[config.mk]
export PLATFORM = sky130hd
export DESIGN_NAME = sdram_wb_arbiter_flat
export DESIGN_NICKNAME = d
export VERILOG_FILES = /design/src/rtl/sdram_wb_arbiter_if.sv /design/src/rtl/sdram_wb_arbiter.sv /design/src/flat_wrapper.sv
export SDC_FILE = /design/constraint.sdc
export NUM_CORES = 1
export LEC_CHECK = 0
export ABC_AREA = 1
export CAP_MARGIN = 40
export CORE_AREA = 2 2 133 135
export CTS_CLUSTER_DIAMETER = 50
export DETAILED_ROUTE_END_ITERATION = 16
export DIE_AREA = 0 0 135 137
export GPL_TIMING_DRIVEN = 0
export PLACE_DENSITY = 0.56
export SYNTH_ARGS = -nofsm -noshare
export SYNTH_HDL_FRONTEND = slang
export SYNTH_SLANG_ARGS = --single-unit
[constraint.sdc]
create_clock -name clk -period 2.51 [get_ports clk]
set_input_delay 0.6275 -clock clk [delete_from_list [all_inputs] [get_ports clk]]
set_output_delay 0.6275 -clock clk [all_outputs]
set_load 0.01 [all_outputs]
[src/rtl/sdram_wb_arbiter_if.sv]
// Wishbone bundle between the SoC masters, the arbiter and the SDRAM controller slave port.
// "slave" is the arbiter's view; "master" is the view of the masters plus the controller.
interface sdram_wb_arbiter_if #(
  parameter int unsigned NM    = 3,
  parameter int unsigned ADR_W = 27
);
  logic [NM*ADR_W-1:0] m_adr_i;
  logic [NM*32-1:0]    m_dat_i;
  logic [NM*4-1:0]     m_sel_i;
  logic [NM-1:0]       m_we_i;
  logic [NM-1:0]       m_cyc_i;
  logic [NM-1:0]       m_stb_i;
  logic [31:0]         m_dat_o;
  logic [NM-1:0]       m_ack_o;
  logic [NM-1:0]       m_err_o;
  logic [NM-1:0]       m_rty_o;
  logic [ADR_W-1:0]    s_adr_o;
  logic [31:0]         s_dat_o;
  logic [3:0]          s_sel_o;
  logic                s_we_o;
  logic                s_cyc_o;
  logic                s_stb_o;
  logic [31:0]         s_dat_i;
  logic                s_ack_i;
  logic                s_err_i;
  logic                s_rty_i;

  modport slave (
    input  m_adr_i, m_dat_i, m_sel_i, m_we_i, m_cyc_i, m_stb_i,
    output m_dat_o, m_ack_o, m_err_o, m_rty_o,
    output s_adr_o, s_dat_o, s_sel_o, s_we_o, s_cyc_o, s_stb_o,
    input  s_dat_i, s_ack_i, s_err_i, s_rty_i
  );

  modport master (
    output m_adr_i, m_dat_i, m_sel_i, m_we_i, m_cyc_i, m_stb_i,
    input  m_dat_o, m_ack_o, m_err_o, m_rty_o,
    input  s_adr_o, s_dat_o, s_sel_o, s_we_o, s_cyc_o, s_stb_o,
    output s_dat_i, s_ack_i, s_err_i, s_rty_i
  );
endinterface

[src/rtl/sdram_wb_arbiter.sv]
// Round-robin Wishbone arbiter for the SDRAM controller slave port, with a per-grant
// transfer quota that forces a streaming master to yield when others are waiting.
module sdram_wb_arbiter #(
  parameter int unsigned NM       = 3,
  parameter int unsigned ADR_W    = 27,
  parameter int unsigned MAX_XFER = 8
) (
  input  logic                 clk,
  input  logic                 rst,
  sdram_wb_arbiter_if.slave    bus,
  output logic [NM-1:0]        gnt_o
);
  localparam int unsigned PW = (NM > 1) ? $clog2(NM) : 1;

  typedef enum logic {StIdle, StOwn} state_e;

  state_e         state_q, state_d;
  logic [NM-1:0]  gnt_q, gnt_d;
  logic [PW-1:0]  ptr_q, ptr_d;
  logic [7:0]     cnt_q, cnt_d;

  logic [NM-1:0]  req;
  logic [PW-1:0]  g_idx, win_idx, idx_w;
  int unsigned    idx;
  logic           own, xfer, quota_hold;

  always_comb begin
    req   = bus.m_cyc_i & bus.m_stb_i;
    // ptr always sits one past the current owner, so the owner index is recovered from it
    g_idx = (ptr_q == '0) ? PW'(NM - 1) : ptr_q - 1'b1;

    // Walk from the farthest slot back to ptr so the nearest requester wins
    win_idx = '0;
    idx     = 0;
    idx_w   = '0;
    for (int i = NM - 1; i >= 0; i--) begin
      idx = int'(ptr_q) + i;
      if (idx >= NM) idx = idx - NM;
      idx_w = PW'(idx);
      if (req[idx_w]) win_idx = idx_w;
    end

    own        = (state_q == StOwn);
    xfer       = bus.s_ack_i | bus.s_err_i;
    quota_hold = own && (cnt_q >= 8'(MAX_XFER)) && (|(req & ~gnt_q));
  end

  // Datapath and response routing
  always_comb begin
    bus.s_adr_o = '0;
    bus.s_dat_o = '0;
    bus.s_sel_o = '0;
    bus.s_we_o  = 1'b0;
    bus.s_cyc_o = 1'b0;
    bus.s_stb_o = 1'b0;
    bus.m_ack_o = '0;
    bus.m_err_o = '0;
    bus.m_rty_o = '0;
    bus.m_dat_o = bus.s_dat_i;
    gnt_o       = gnt_q;
    if (own) begin
      bus.s_adr_o        = bus.m_adr_i[g_idx*ADR_W +: ADR_W];
      bus.s_dat_o        = bus.m_dat_i[g_idx*32 +: 32];
      bus.s_sel_o        = bus.m_sel_i[g_idx*4 +: 4];
      bus.s_we_o         = bus.m_we_i[g_idx];
      bus.s_cyc_o        = bus.m_cyc_i[g_idx];
      bus.s_stb_o        = bus.m_stb_i[g_idx] & ~quota_hold;
      bus.m_ack_o[g_idx] = bus.s_ack_i;
      bus.m_err_o[g_idx] = bus.s_err_i;
      bus.m_rty_o[g_idx] = bus.s_rty_i;
    end
  end

  always_comb begin
    state_d = state_q;
    gnt_d   = gnt_q;
    ptr_d   = ptr_q;
    cnt_d   = cnt_q;
    unique case (state_q)
      StIdle: begin
        if (|req) begin
          state_d        = StOwn;
          gnt_d          = '0;
          gnt_d[win_idx] = 1'b1;
          ptr_d          = (win_idx == PW'(NM - 1)) ? '0 : win_idx + 1'b1;
          cnt_d          = '0;
        end
      end
      StOwn: begin
        if (xfer && (cnt_q != 8'hff)) cnt_d = cnt_q + 8'd1;
        if (!bus.m_cyc_i[g_idx] || (quota_hold && !xfer)) begin
          state_d = StIdle;
          gnt_d   = '0;
        end
      end
      default: state_d = StIdle;
    endcase
  end

  always_ff @(posedge clk) begin
    if (!rst) begin
      state_q <= StIdle;
      gnt_q   <= '0;
      ptr_q   <= '0;
      cnt_q   <= '0;
    end else begin
      state_q <= state_d;
      gnt_q   <= gnt_d;
      ptr_q   <= ptr_d;
      cnt_q   <= cnt_d;
    end
  end
endmodule

[src/flat_wrapper.sv]
// flat-port wrapper written by rule: the top's interface ports become plain ports
module sdram_wb_arbiter_flat 
#(
  parameter int unsigned NM       = 3,
  parameter int unsigned ADR_W    = 27,
  parameter int unsigned MAX_XFER = 8
)
  (clk, rst, gnt_o, bus_m_adr_i, bus_m_dat_i, bus_m_sel_i, bus_m_we_i, bus_m_cyc_i, bus_m_stb_i, bus_m_dat_o, bus_m_ack_o, bus_m_err_o, bus_m_rty_o, bus_s_adr_o, bus_s_dat_o, bus_s_sel_o, bus_s_we_o, bus_s_cyc_o, bus_s_stb_o, bus_s_dat_i, bus_s_ack_i, bus_s_err_i, bus_s_rty_i);
  sdram_wb_arbiter_if #(.NM(NM), .ADR_W(ADR_W)) bus_i ();
  input  logic clk;
  input  logic rst;
  output logic [NM-1:0] gnt_o;
  input wire logic [$bits(bus_i.m_adr_i)-1:0] bus_m_adr_i;
  input wire logic [$bits(bus_i.m_dat_i)-1:0] bus_m_dat_i;
  input wire logic [$bits(bus_i.m_sel_i)-1:0] bus_m_sel_i;
  input wire logic [$bits(bus_i.m_we_i)-1:0] bus_m_we_i;
  input wire logic [$bits(bus_i.m_cyc_i)-1:0] bus_m_cyc_i;
  input wire logic [$bits(bus_i.m_stb_i)-1:0] bus_m_stb_i;
  output wire logic [$bits(bus_i.m_dat_o)-1:0] bus_m_dat_o;
  output wire logic [$bits(bus_i.m_ack_o)-1:0] bus_m_ack_o;
  output wire logic [$bits(bus_i.m_err_o)-1:0] bus_m_err_o;
  output wire logic [$bits(bus_i.m_rty_o)-1:0] bus_m_rty_o;
  output wire logic [$bits(bus_i.s_adr_o)-1:0] bus_s_adr_o;
  output wire logic [$bits(bus_i.s_dat_o)-1:0] bus_s_dat_o;
  output wire logic [$bits(bus_i.s_sel_o)-1:0] bus_s_sel_o;
  output wire logic [$bits(bus_i.s_we_o)-1:0] bus_s_we_o;
  output wire logic [$bits(bus_i.s_cyc_o)-1:0] bus_s_cyc_o;
  output wire logic [$bits(bus_i.s_stb_o)-1:0] bus_s_stb_o;
  input wire logic [$bits(bus_i.s_dat_i)-1:0] bus_s_dat_i;
  input wire logic [$bits(bus_i.s_ack_i)-1:0] bus_s_ack_i;
  input wire logic [$bits(bus_i.s_err_i)-1:0] bus_s_err_i;
  input wire logic [$bits(bus_i.s_rty_i)-1:0] bus_s_rty_i;
  assign bus_i.m_adr_i = bus_m_adr_i;
  assign bus_i.m_dat_i = bus_m_dat_i;
  assign bus_i.m_sel_i = bus_m_sel_i;
  assign bus_i.m_we_i = bus_m_we_i;
  assign bus_i.m_cyc_i = bus_m_cyc_i;
  assign bus_i.m_stb_i = bus_m_stb_i;
  assign bus_m_dat_o = bus_i.m_dat_o;
  assign bus_m_ack_o = bus_i.m_ack_o;
  assign bus_m_err_o = bus_i.m_err_o;
  assign bus_m_rty_o = bus_i.m_rty_o;
  assign bus_s_adr_o = bus_i.s_adr_o;
  assign bus_s_dat_o = bus_i.s_dat_o;
  assign bus_s_sel_o = bus_i.s_sel_o;
  assign bus_s_we_o = bus_i.s_we_o;
  assign bus_s_cyc_o = bus_i.s_cyc_o;
  assign bus_s_stb_o = bus_i.s_stb_o;
  assign bus_i.s_dat_i = bus_s_dat_i;
  assign bus_i.s_ack_i = bus_s_ack_i;
  assign bus_i.s_err_i = bus_s_err_i;
  assign bus_i.s_rty_i = bus_s_rty_i;
  sdram_wb_arbiter #(.NM(NM), .ADR_W(ADR_W), .MAX_XFER(MAX_XFER)) u_core (.clk(clk), .rst(rst), .bus(bus_i), .gnt_o(gnt_o));
endmodule
**Yosys cells after proc, flatten, opt, wreduce, memory -nomap -nowiden**

Index checks and enable logic that the tools add are counted.

- Output and inout bits: 110
- Register bits after elaboration: 14

- Eq/ne operators: 5
- Add/subtract/negate cells: 8
- Multiplexer cells: 42
- Reduce and logical (&&, ||, !) cells: 15
- Shift operators: 3
- Bitwise operators: 10
- Multipliers: 1
- Magnitude comparators: 11

Operator list:

| cell | count |
|---|---|
| 96-bit by 8-bit variable part select with 32-bit output | 1 |
| 81-bit by 8-bit variable part select with 27-bit output | 1 |
| 32-bit 2-to-1 mux | 1 |
| 27-bit 2-to-1 mux | 1 |
| 2-bit 2-to-1 mux | 8 |
| 8-bit 2-to-1 mux | 2 |
| 8-bit case mux with 2 select lines | 1 |
| 3-bit bitwise AND | 5 |
| 2-bit by 3-bit less-than comparator with 1-bit output, second input constant | 5 |
| 3-bit 2-to-1 mux | 5 |
| 1-bit 2-to-1 mux | 13 |
| 1-bit binary-select mux with 2-bit select | 6 |
| 12-bit by 5-bit variable part select with 4-bit output | 1 |
| 8-bit by 1-bit adder with 8-bit output, second input constant | 1 |
| 8-bit by 4-bit >= comparator with 1-bit output, second input constant | 1 |
| 8-bit != test, second input constant | 1 |
| 2-bit by 5-bit multiplier with 7-bit output, second input constant | 1 |
| 3-bit by 2-bit >= comparator with 1-bit output, second input constant | 2 |
| 1-bit logical AND | 6 |
| 3-bit case mux with 2 select lines | 1 |
| 2-bit AND reduction | 3 |
| 3-bit OR reduction | 2 |
| 2-bit subtractor, second input constant | 3 |
| 1-bit demux with 2-bit select | 2 |
| 18 further kinds | 22 |

**Depth between registers and ports, before layout**

- Depth after elaboration: 14
- Gate-level depth with buffers: 12
- Depth with buffers taken out: 11

**Worst setup path before layout**

Ideal clock, no wire load.

- Kind: register to output
- Start point: reg u_core.ptr_q[0]
- End point: out bus_s_adr_o[0]
- Arrival: 1.505 ns
- Slack: 0.378 ns
- Stages on the path, launching flop included: 11
- Cells stage by stage: dfxtp_1 -> inv_1 -> ha_1 -> inv_2 -> buf_6 -> nand2_1 -> inv_2 -> buf_4 -> buf_4 -> nand2_1 -> a21oi_1

- Cells in the longest elaborated chain, start to end: 5
- Elaborated cells on any way between the ends: 6

RTL lines:

| what | line | source |
|---|---|---|
| start: declaration | sdram_wb_arbiter.sv:19 | `logic [PW-1:0] ptr_q, ptr_d;` |
| start signal: assignment | sdram_wb_arbiter.sv:109 | `ptr_q <= ptr_d;` |
| 2-bit by 1-bit subtractor with 2-bit output or 2-bit logical NOT (tied branches) | sdram_wb_arbiter.sv:30 | `g_idx = (ptr_q == '0) ? PW'(NM - 1) : ptr_q - 1'b1;` |
| 2-bit 2-to-1 mux * | sdram_wb_arbiter.sv:30 |  |
| 2-bit by 5-bit multiplier with 7-bit output * | sdram_wb_arbiter.sv:62 | `bus.s_adr_o = bus.m_adr_i[g_idx*ADR_W +: ADR_W];` |
| 81-bit by 8-bit variable part select with 27-bit output * | sdram_wb_arbiter.sv:62 |  |
| 27-bit 2-to-1 mux * | sdram_wb_arbiter.sv:61 | `if (own) begin` |
| end: declaration | flat_wrapper.sv:23 | `output wire logic [$bits(bus_i.s_adr_o)-1:0] bus_s_adr_o;` |

Every way passes the cells marked *; elsewhere a longest branch is shown, timed or not.

**Worst setup path after layout**

- Start point: in bus_m_stb_i[0]
- End point: out bus_s_stb_o

- Cells in the longest elaborated chain, start to end: 7
- Elaborated cells on any way between the ends: 9

RTL lines:

| what | line | source |
|---|---|---|
| start: declaration | flat_wrapper.sv:18 | `input wire logic [$bits(bus_i.m_stb_i)-1:0] bus_m_stb_i;` |
| 3-bit bitwise AND | sdram_wb_arbiter.sv:28 | `req = bus.m_cyc_i & bus.m_stb_i;` |
| 3-bit bitwise AND | sdram_wb_arbiter.sv:45 | `quota_hold = own && (cnt_q >= 8'(MAX_XFER)) && (\|(req & ~gnt_q));` |
| 3-bit OR reduction | sdram_wb_arbiter.sv:45 |  |
| 1-bit logical AND | sdram_wb_arbiter.sv:45 |  |
| 1-bit inverter | sdram_wb_arbiter.sv:67 | `bus.s_stb_o = bus.m_stb_i[g_idx] & ~quota_hold;` |
| 1-bit bitwise AND * | sdram_wb_arbiter.sv:67 |  |
| 1-bit 2-to-1 mux * | sdram_wb_arbiter.sv:61 |  |
| end: declaration | flat_wrapper.sv:28 | `output wire logic [$bits(bus_i.s_stb_o)-1:0] bus_s_stb_o;` |

Every way passes the cells marked *; elsewhere a longest branch is shown, timed or not. The select of a mux whose other input is x is not followed.

==> results.py <==
metrics = {
    "global_routing": {
        "grt_pass1_wl_um": 25200,
        "gr-total-overflow": 0,
        "antenna_found_initial": 1,
        "track_usage_pct": 17.5,
        "grt_pass1_vias": 4299,
        "grt_max_degree": 12,
    },
    "clocking": {
        "htree_levels": 1,
        "root_buffer": "clkbuf_16",
        "hold_buffers": 0,
        "clk_latency_ps": 250,
        "cts_buffers": 3,
        "cts.clk_slew.worst_paths_ps": 50,
        "cts_tree": "built",
        "cts_sinks": 14,
        "clockBufferDepth": 2,
    },
    "critical_path": {
        "path_class": "in -> out",
        "r2r-start": "u_core.ptr_q[1]$_SDFFE_PN0P_",
        "path_max_fanout": 3,
        "endpoint": "bus_s_stb_o",
        "timing.reg2reg.setup_slack_ps": 800,
        "reg2reg_depth": 11,
        "cp.required_ps": 1880,
        "cp-start-kind": "input pin",
        "cp_data_arrival_time_ps": 1850,
        "reg2reg_to": "u_core.gnt_o[0]$_SDFFE_PN0P_",
        "startpoint": "bus_m_stb_i[0]",
        "cp-end-kind": "output pin",
    },
    "sta": {
        "fin_skew_ps": 5.09,
        "totalNegativeSetupSlack_ps": 0,
        "rsz0062_at_grt": "true",
        "setup_viol": 0,
        "tightest_slew_ps": 706,
        "hold_ws_ps": 462,
        "relSlewSlack_pct": 52.9,
        "fin_crit_sh_pct": 98.5,
        "period_minus_slack_ps": 2470,
        "hold_viol": 0,
        "maxSlewViolCount": 0,
        "fmax_mhz": 404,
    },
    "die": {
        "core.rowCount": 48,
        "die_area_mm2": 0.0185,
        "num_io_pins": 345,
        "die_w_um": 135,
        "core_area_mm2": 0.0171,
        "die_h_um": 137,
        "start_util_pct": 16.4,
    },
    "routing": {
        "vias": 4782,
        "wl_um": 18300,
        "drtAntennaViolNets": 0,
        "wl_per_cell_um": 16.3,
        "firstDrtPassIters": 4,
        "drt-vias-per-instance": 4.27,
        "route.detailed.drc": 0,
        "drt_iter0_markers": 174,
    },
    "worst_hold_path": {
        "min_path_type": "reg -> reg",
    },
    "synth": {
        "yosysUniqueCellTypes": 22,
        "synth_nets": 801,
        "synthesis.area_mm2": 0.00280,
        "yosysWarnings": 0,
        "yosysSeqAreaShare_pct": 10.0,
        "syn_avg_cell_area_um2": 4.99,
        "syn_inst": 561,
        "synth-seq-cells": 14,
    },
    "placed_design": {
        "numPlacedInstances": 1098,
        "portBuffers": 312,
        "hpwl_um": 14400,
        "finalWeightedCongestion": 0.855,
    },
    "finish": {
        "layoutNonFillerInstCount": 1121,
        "n_fill_cell": 1894,
        "fin_nets": 1136,
        "post-route-util_pct": 38.9,
        "area_growth_syn_to_layout_pct": 137,
        "drive_above_1_share_pct": 21.8,
    },
    "outcome": {
        "outcome": "completed",
    },
    "pwr": {
        "peakVddDrop_uv": 460,
        "power.density_mw_per_mm2": 789,
        "leakage_nw": 3.02,
    },
    "job": {
        "cap_violations": 0,
    },
}
-- registers in the layout, summed over array words and instances, names as in the netlist --
signal        count
u_core.gnt_o      3
u_core.ptr_q      2
u_core.cnt_q      8
u_core.own        1
-- worst max-delay path: stages --
cell and delay [ps]:
clkdlybuf4s50_1 480, nand2_2 120, inv_1 60, nand2_1 70, nand3_2 90, a211oi_2 220, buf_2 180
-- through the flow --
| step | worst slack, ps | area, um2 | total power, W |
|---|---|---|---|
| after floorplan | 378 | 2800 | 0.00224 |
| after global placement | -681 | 6200 | 0.00390 |
| after detailed placement | -682 | 6200 | 0.00389 |
| after CTS | -1.08 | 6350 | 0.00474 |
| after global routing | -18.4 | 6630 | 0.00567 |
| final | 37.0 | 6630 | 0.00523 |
-- worst min path at each step --
stage          slack (ps)                         start                            to  cells after the start
3_5_place_dp          460  u_core.cnt_q[0]$_SDFFE_PN0P_  u_core.cnt_q[0]$_SDFFE_PN0P_                      1
2_1_floorplan         430  u_core.cnt_q[0]$_SDFFE_PN0P_  u_core.cnt_q[0]$_SDFFE_PN0P_                      1
3_3_place_gp          450  u_core.cnt_q[0]$_SDFFE_PN0P_  u_core.cnt_q[0]$_SDFFE_PN0P_                      1
4_1_cts               460  u_core.cnt_q[0]$_SDFFE_PN0P_  u_core.cnt_q[0]$_SDFFE_PN0P_                      1
5_1_grt               470  u_core.cnt_q[0]$_SDFFE_PN0P_  u_core.cnt_q[0]$_SDFFE_PN0P_                      1
6_report              460  u_core.cnt_q[0]$_SDFFE_PN0P_  u_core.cnt_q[0]$_SDFFE_PN0P_                      1
-- cell families (layout without fill, tap and decap cells) --
kind of cell             after synthesis  count (layout)  synth area share (%)
buffers and inverters                 96             430                  19.2
other                                  0               1                     0
adder cells (fa/ha/maj)                5               5                  2.23
flip-flops                            14              14                  10.0
AND/OR/NAND/NOR                      298             298                  41.8
AO/OA/AOI/OAI                        148             148                  26.8
-- layout make-up --
type	count	area (um2)	area share [%]
antenna	1	2.50	0.0378
buffer	67	576	8.68
clock buffer	4	88.8	1.34
inverter	27	114	1.72
multi-input combinational	451	2160	32.5
sequential	14	283	4.27
tap	225	282	4.25
timing repair buffer	332	3130	47.2
-- cell usage after synthesis (all sizes together) --
cell type | n | area share [%]
nand2 | 118 | 16
buf | 56 | 14
a211oi | 1 | 0.27
nor2 | 150 | 20
clkinv | 1 | 0.13
dfxtp | 14 | 10
nand4 | 6 | 1.3
a2bb2oi | 1 | 0.31
or2 | 1 | 0.22
a21oi | 76 | 14
ha | 5 | 2.2
inv | 26 | 3.5
nand3 | 21 | 3.8
a21o | 1 | 0.27
o21ai | 69 | 12
clkbuf | 13 | 1.7
nor3 | 2 | 0.54
-- report_power, final --
| group | switching [W] | internal (W) | total [W] |
|---|---|---|---|
| Combinational | 0.00235 | 0.00224 | 0.00460 |
| Sequential | 0.0000333 | 0.000260 | 0.000293 |
| Clock | 0.0000988 | 0.000242 | 0.000341 |
| Total | 0.00249 | 0.00274 | 0.00523 |
-- metal layers --
metal  vias to the layer above  GRT usage, %  routed length [um]
met2                       166          30.7                9150
met4                         0          2.03                 158
li1                       2457             -                   -
met3                        11          4.37                1460
met1                      2148          22.2                7540
met5                         -             0                   0
-- cell usage in the layout, fill, tap and decap left out, types with 4 or more instances in the layout --
| master | count |
|---|---|
| buf_8 | 5 |
| dlygate4sd2_1 | 5 |
| buf_6 | 9 |
| clkdlybuf4s50_1 | 237 |
| dfxtp_1 | 12 |
| nor2_1 | 145 |
| nand2_1 | 109 |
| nor2_2 | 5 |
| nand4_1 | 6 |
| clkbuf_4 | 4 |
| nand2_2 | 5 |
| dlymetal6s2s_1 | 6 |
| a21oi_1 | 57 |
| buf_2 | 54 |
| clkbuf_16 | 9 |
| nand3_1 | 20 |
| nand2_4 | 4 |
| a21oi_2 | 18 |
| inv_1 | 22 |
| o21ai_1 | 11 |
| buf_4 | 50 |
| o21ai_0 | 58 |
| clkbuf_2 | 12 |
-- what timing repair did --
action	CTS	global route
endpoints found under the setup margin	69	47
buffers inserted	9	5
cloned	2	5
resized for setup	298	74
pin swaps	4	21
(Power assumes the default switching activity.)
